**config.mk**
```make
export PLATFORM = sky130hd
export DESIGN_NAME = mem_access_master
export DESIGN_NICKNAME = d
export VERILOG_FILES = /design/src/rtl/mem_access_pkg.sv /design/src/rtl/mem_access_master.sv
export SDC_FILE = /design/constraint.sdc
export NUM_CORES = 1
export LEC_CHECK = 0
export BUFFER_PORTS_ARGS = -buffer_cell sky130_fd_sc_hd__buf_2
export CELL_PAD_IN_SITES_DETAIL_PLACEMENT = 1
export CELL_PAD_IN_SITES_GLOBAL_PLACEMENT = 2
export CORE_MARGIN = 3
export CORE_UTILIZATION = 29
export CTS_CLUSTER_SIZE = 20
export DETAILED_ROUTE_END_ITERATION = 8
export PLACE_DENSITY_LB_ADDON = 0.1
export SETUP_SLACK_MARGIN = 0.02
export SLEW_MARGIN = 5
export SYNTH_ARGS = -nofsm -noshare
export SYNTH_HDL_FRONTEND = slang
export SYNTH_SLANG_ARGS = --single-unit
```
**constraint.sdc**
```tcl
create_clock -name clk_i -period 1.7 [get_ports clk_i]
set_input_delay 0.34 -clock clk_i [delete_from_list [all_inputs] [get_ports clk_i]]
set_output_delay 0.34 -clock clk_i [all_outputs]
set_load 0.05 [all_outputs]
```
**src/rtl/mem_access_pkg.sv**
```systemverilog
// rtl/mem_access_pkg.sv - shared FSM state type and default sizing for mem_access_master
// Contents:
//   DEFAULT_MEMORY_WIDTH   : default data word width in bits
//   DEFAULT_MEMORY_DEPTH   : default number of memory locations
//   DEFAULT_TIMEOUT_CYCLES : default ready_i wait limit (timeout build only)
//   state_e                : burst sequencer states
package mem_access_pkg;

  localparam int DEFAULT_MEMORY_WIDTH   = 8;
  localparam int DEFAULT_MEMORY_DEPTH   = 16;
  localparam int DEFAULT_TIMEOUT_CYCLES = 16;

  typedef enum logic [1:0] {
    IDLE,
    GET_WDATA,
    REQ,
    DONE
  } state_e;

endpackage

```
**src/rtl/mem_access_master.sv**
```systemverilog
// rtl/mem_access_master.sv - burst read/write master driving a valid/ready memory port
// Build option: MEM_ACCESS_MASTER_TIMEOUT_EN enables the ready_i wait timeout and err_o.
// Ports:
//   clk_i, rst_i                    : clock, asynchronous active-high reset
//   cmd_valid_i/cmd_ready_o         : command handshake (cmd_wr_rd_i, cmd_addr_i, cmd_len_i)
//   wr_valid_i/wr_ready_o/wr_data_i : write-data input stream
//   rd_valid_o/rd_data_o/rd_last_o  : read-data output stream, no backpressure
//   valid_o/wr_rd_o/addr_o/wdata_o  : memory request, accepted when ready_i = 1
//   rdata_i                         : memory read data, sampled in the transfer cycle
//   done_o                          : one-cycle burst-complete pulse
//   err_o                           : sticky timeout flag (0 when the timeout is not built)
module mem_access_master
  import mem_access_pkg::*;
#(
  parameter int MEMORY_WIDTH   = DEFAULT_MEMORY_WIDTH,
  parameter int MEMORY_DEPTH   = DEFAULT_MEMORY_DEPTH,
  parameter int ADDRESS_WIDTH  = $clog2(MEMORY_DEPTH),
  parameter int TIMEOUT_CYCLES = DEFAULT_TIMEOUT_CYCLES
) (
  input  logic                     clk_i,
  input  logic                     rst_i,
  input  logic                     cmd_valid_i,
  output logic                     cmd_ready_o,
  input  logic                     cmd_wr_rd_i,
  input  logic [ADDRESS_WIDTH-1:0] cmd_addr_i,
  input  logic [ADDRESS_WIDTH:0]   cmd_len_i,
  input  logic                     wr_valid_i,
  output logic                     wr_ready_o,
  input  logic [MEMORY_WIDTH-1:0]  wr_data_i,
  output logic                     rd_valid_o,
  output logic [MEMORY_WIDTH-1:0]  rd_data_o,
  output logic                     rd_last_o,
  output logic                     valid_o,
  output logic                     wr_rd_o,
  output logic [ADDRESS_WIDTH-1:0] addr_o,
  output logic [MEMORY_WIDTH-1:0]  wdata_o,
  input  logic                     ready_i,
  input  logic [MEMORY_WIDTH-1:0]  rdata_i,
  output logic                     done_o,
  output logic                     err_o
);

  localparam int LEN_W = ADDRESS_WIDTH + 1;
  localparam logic [ADDRESS_WIDTH-1:0] LAST_ADDR = ADDRESS_WIDTH'(MEMORY_DEPTH - 1);
  localparam logic [ADDRESS_WIDTH-1:0] ADDR_ONE  = ADDRESS_WIDTH'(1);
  localparam logic [LEN_W-1:0]         LEN_ONE   = LEN_W'(1);

  state_e                   state_q, state_d;
  logic                     wr_rd_q, wr_rd_d;
  logic [ADDRESS_WIDTH-1:0] addr_q, addr_d;
  logic [LEN_W-1:0]         len_q, len_d;
  logic [MEMORY_WIDTH-1:0]  wdata_q, wdata_d;
  logic                     rd_valid_q, rd_valid_d;
  logic [MEMORY_WIDTH-1:0]  rd_data_q, rd_data_d;
  logic                     rd_last_q, rd_last_d;
  logic                     done_q, done_d;
  logic                     timeout_hit;

  always_comb begin
    state_d    = state_q;
    wr_rd_d    = wr_rd_q;
    addr_d     = addr_q;
    len_d      = len_q;
    wdata_d    = wdata_q;
    rd_valid_d = 1'b0;
    rd_data_d  = rd_data_q;
    rd_last_d  = 1'b0;
    // done_o is registered so it appears the cycle after DONE, i.e. two
    // cycles after acceptance of a zero-length command.
    done_d     = (state_q == DONE);

    case (state_q)
      IDLE: begin
        if (cmd_valid_i) begin
          wr_rd_d = cmd_wr_rd_i;
          addr_d  = cmd_addr_i;
          len_d   = cmd_len_i;
          if (cmd_len_i == '0) begin
            state_d = DONE;
          end else if (cmd_wr_rd_i) begin
            state_d = GET_WDATA;
          end else begin
            state_d = REQ;
          end
        end
      end
      GET_WDATA: begin
        if (wr_valid_i) begin
          wdata_d = wr_data_i;
          state_d = REQ;
        end
      end
      REQ: begin
        if (ready_i) begin
          // Wrap explicitly so non-power-of-two depths stay in range.
          addr_d = (addr_q == LAST_ADDR) ? '0 : addr_q + ADDR_ONE;
          len_d  = len_q - LEN_ONE;
          if (!wr_rd_q) begin
            rd_valid_d = 1'b1;
            rd_data_d  = rdata_i;
            rd_last_d  = (len_q == LEN_ONE);
          end
          if (len_q == LEN_ONE) begin
            state_d = DONE;
          end else if (wr_rd_q) begin
            state_d = GET_WDATA;
          end
        end else if (timeout_hit) begin
          state_d = DONE;
        end
      end
      DONE: begin
        state_d = IDLE;
      end
      default: begin
        state_d = IDLE;
      end
    endcase
  end

  always_ff @(posedge clk_i or posedge rst_i) begin
    if (rst_i) begin
      state_q    <= IDLE;
      wr_rd_q    <= 1'b0;
      addr_q     <= '0;
      len_q      <= '0;
      wdata_q    <= '0;
      rd_valid_q <= 1'b0;
      rd_data_q  <= '0;
      rd_last_q  <= 1'b0;
      done_q     <= 1'b0;
    end else begin
      state_q    <= state_d;
      wr_rd_q    <= wr_rd_d;
      addr_q     <= addr_d;
      len_q      <= len_d;
      wdata_q    <= wdata_d;
      rd_valid_q <= rd_valid_d;
      rd_data_q  <= rd_data_d;
      rd_last_q  <= rd_last_d;
      done_q     <= done_d;
    end
  end

`ifdef MEM_ACCESS_MASTER_TIMEOUT_EN
  localparam int TO_W = $clog2(TIMEOUT_CYCLES + 1);
  localparam logic [TO_W-1:0] TO_LAST = TO_W'(TIMEOUT_CYCLES - 1);
  localparam logic [TO_W-1:0] TO_ONE  = TO_W'(1);

  logic [TO_W-1:0] to_cnt_q, to_cnt_d;
  logic            err_q, err_d;

  // The counter holds the number of stalled REQ cycles already seen, so the
  // limit fires on the TIMEOUT_CYCLES-th consecutive cycle without ready_i.
  assign timeout_hit = (state_q == REQ) && !ready_i && (to_cnt_q == TO_LAST);

  always_comb begin
    to_cnt_d = '0;
    err_d    = err_q | timeout_hit;
    if ((state_q == REQ) && !ready_i) begin
      to_cnt_d = to_cnt_q + TO_ONE;
    end
  end

  always_ff @(posedge clk_i or posedge rst_i) begin
    if (rst_i) begin
      to_cnt_q <= '0;
      err_q    <= 1'b0;
    end else begin
      to_cnt_q <= to_cnt_d;
      err_q    <= err_d;
    end
  end

  assign err_o = err_q;
`else
  logic unused_timeout;
  assign unused_timeout = (TIMEOUT_CYCLES == 0);
  assign timeout_hit    = 1'b0;
  assign err_o          = 1'b0;
`endif

  // cmd_ready_o is gated by rst_i so every output reads 0 while reset is held.
  assign cmd_ready_o = (state_q == IDLE) && !rst_i;
  assign wr_ready_o  = (state_q == GET_WDATA);
  assign valid_o     = (state_q == REQ);
  assign wr_rd_o     = wr_rd_q;
  assign addr_o      = addr_q;
  assign wdata_o     = wdata_q;
  assign rd_valid_o  = rd_valid_q;
  assign rd_data_o   = rd_data_q;
  assign rd_last_o   = rd_last_q;
  assign done_o      = done_q;

endmodule

```
==> Flow_metrics.wiki <==
{| class="wikitable"
! Metric !! Value
|-
| Worst path required time || 1.36 ns
|-
| Vert. Die Dim || 78.0 µm
|-
| Final setup skew || 0.00648 ns
|-
| Number of top-level pins || 59
|-
| Pin count of the biggest net entering global routing || 26
|-
| Wire length of the first global-routing pass || 6470 µm
|-
| End-of-flow core utilization || 41.4%
|-
| Setup TNS || 0 ns
|-
| Avg Inst Size Synth || 11.2 µm²
|-
| Syn Std Cell Area || 1500 µm²
|-
| Critical Setup Path Class || flop to output port
|-
| Number of inserted diodes || 0
|-
| Final worst path period share || 94.7%
|-
| Synthesized flop and latch total || 31
|-
| Number of hold-slack violations in the final timing report || 0
|-
| Clock tree from TritonCTS || yes
|-
| Routability cong. || 0.827
|-
| Root buffer cell || clkbuf_8
|-
| Starting density of the core || 30.8%
|-
| Launch point of the critical path || state_q[1]
|-
| # clock sinks || 31
|-
| Delay contributed by the slowest stage of the critical path || 0.44 ns
|-
| Reg clk slew, reported paths || 0.07 ns
|-
| Die ar. || 6090 µm²
|-
| Max rail drop VDD || 0.968 mV
|-
| Reported leakage power || 0.963 nW
|-
| Type of element capturing the critical path || output port
|-
| Number of antenna-violating nets in the routed design || 0
|-
| Total number of nets in the final design || 230
|-
| Detailed-route vias per instance || 4.67
|-
| Cts bufs inserted || 5
|-
| Clk Latency, worst-skew pair || 0.28 ns
|-
| Post-synth net total || 168
|-
| Largest fanout of any net on the critical path || 8
|-
| Iteration-0 DRC Markers || 18
|-
| Fraction of final layout cells sized beyond drive strength 1 || 50.8%
|-
| Share of synthesized registers carrying an async set or reset || 100%
|-
| Post-synthesis instance total || 134
|-
| Antenna violations before repair || 0
|-
| Total detailed-routing wirelength || 3810 µm
|-
| Cell-by-cell listing of the critical path || buf_4 > nor3_2 > buf_6
|-
| Pwr dens || 2390 nW/µm²
|-
| Unrepaired setup endpoints after global routing || false
|-
| Synth unique cells || 43
|-
| Launch point of the worst reg-to-reg path || state_q[0]
|-
| Site Rows || 25
|-
| Top flip-flop cell by instance count after synthesis || dfrtp_1
|-
| Detailed-router iteration count before antenna repair || 4
|-
| Max-capacitance violation count || 0
|-
| WP data arrival || 1.27 ns
|-
| Crit start category || flop
|-
| Total count of max-transition violations in the final report || 0
|-
| Depth of the worst register-to-register path || 4
|-
| GRT Overall Usage || 13.2%
|-
| GRT overflow || 0
|-
| Number of buffers on the longest clock path || 2
|-
| Final setup fails || 0
|-
| WL per Instance || 14.4 µm
|-
| Outcome || finished clean
|-
| Synth warnings || 0
|-
| Final min period || 1.61 ns
|-
| Vias || 1233
|-
| Total DRC errors in the routed layout || 0
|-
| Highest Clock Rate || 621 MHz
|-
| Sequential-to-total area share from yosys stat || 51.6%
|-
| Total of fill cells in the finished design || 575
|-
| HP Class || primary input to asynchronous set/reset pin
|-
| Number of global-route vias before repair || 1357
|-
| HPWL after detailed placement || 3000 µm
|-
| Die Span X || 78.0 µm
|-
| Cell with the largest stage delay on the worst path || dfrtp_2
|-
| Area growth from synthesis to final layout || 34.3%
|-
| Port Buffer Count || 57
|-
| Post-synth EDFFs || 0
|-
| Placeable core region || 4880 µm²
|-
| Number of levels in the clock H-tree || 2
|}
## cells in the final DEF, fill, tap and decap left out, types with 2 or more instances in the layout
| cell type | n |
|---|---|
| ha_1 | 3 |
| a2bb2oi_1 | 2 |
| o21ai_1 | 2 |
| and2_1 | 4 |
| nand2_1 | 9 |
| dfrtp_2 | 2 |
| buf_2 | 54 |
| buf_4 | 5 |
| inv_1 | 6 |
| mux2_2 | 16 |
| clkbuf_8 | 6 |
| buf_6 | 2 |
| dfrtp_1 | 29 |
| nor2_1 | 8 |
| o21ai_0 | 12 |
| a21oi_1 | 4 |
## what timing repair did
item                                    CTS  global route
pin swaps                                 0             0
buffers inserted                          0             0
endpoints found under the setup margin    3             5
resized for setup                         4             5
hold buffers                              0             0
## cells by family (layout without fill, tap and decap cells)
logic type	count (synthesis)	in the layout	share of synthesized area, %
AND/OR/NAND/NOR	36	36	14.1
AO/OA/AOI/OAI	32	32	13.7
flip-flops	31	31	51.6
multiplexers	17	17	12.6
buffers and inverters	14	77	5.24
adder cells (fa/ha/maj)	3	3	2.50
other	1	1	0.249
## worst max-delay path, delay by kind of cell (launching register included)
kind	cells	cell delay [ns]
DFF	1	0.44
buffers and inverters	2	0.36
and+or+nand+nor	1	0.19
## registers in the layout (all words and copies together), names as in the netlist
signal,cells
len_q,5
done_o,1
rd_data_o,8
wr_rd_o,1
rd_valid_o,1
addr_o,4
wdata_o,8
rd_last_o,1
state_q,2
## cells in the mapped netlist (3+ instances only)
library cell | n | area, µm²
dfrtp_1 | 31 | 776
mux2_2 | 16 | 180
o21ai_0 | 12 | 60.1
nand2_1 | 9 | 33.8
nor2_1 | 8 | 30.0
inv_1 | 7 | 26.3
a21oi_1 | 4 | 20.0
and2_1 | 4 | 25.0
ha_1 | 3 | 37.5
## per-stage QoR
step           instance area, µm²  power [mW]  std cells  worst slack [ns]  hold WS [ns]
2_1_floorplan                1510        3.44        134             0.165         0.444
3_3_place_gp                 1880        3.98        256             0.144         0.342
3_5_place_dp                 1880        4.06        256             0.106         0.336
4_1_cts                      2000        4.85        264           0.00481        0.0292
5_1_grt                      2020        5.13        264            0.0189        0.0391
6_report                     2020        4.82        264            0.0904        0.0254
## worst paths after layout
path | endpoint | slack (ns)
worst max-delay path | cmd_ready_o | 0.09
worst min-delay path | len_q[2] | 0.03
worst max register to register | rd_data_o[5] | 0.13
worst min register to register | rd_data_o[0] | 0.50
max in group asynchronous | state_q[1] | 1.22
min in group clk_i | rd_data_o[3] | 0.29
## cell type report
class / instances / area [µm²] / area share, %
well taps: 67 / 83.8 / 4.15
clock inverters: 2 / 35.0 / 1.73
multi-input cells: 89 / 663 / 32.8
flip-flops and latches: 31 / 778 / 38.5
repair buffers: 62 / 350 / 17.3
inverters: 7 / 26.3 / 1.30
clock buffers: 6 / 82.6 / 4.09
## where the power goes
part | switching (mW) | internal, mW
Combinational | 1.82 | 0.864
Sequential | 0.280 | 1.10
Clock | 0.277 | 0.474
## per-layer routing
layer / vias up / share of wire (%) / global-route usage (%)
met5: - / 0 / 0
met4: 0 / 0.66 / 4.20
met3: 2 / 5.5 / 3.44
met2: 41 / 50 / 22.9
met1: 600 / 44 / 15.9
li1: 590 / - / -
Power figures use the tool's default switching activity.
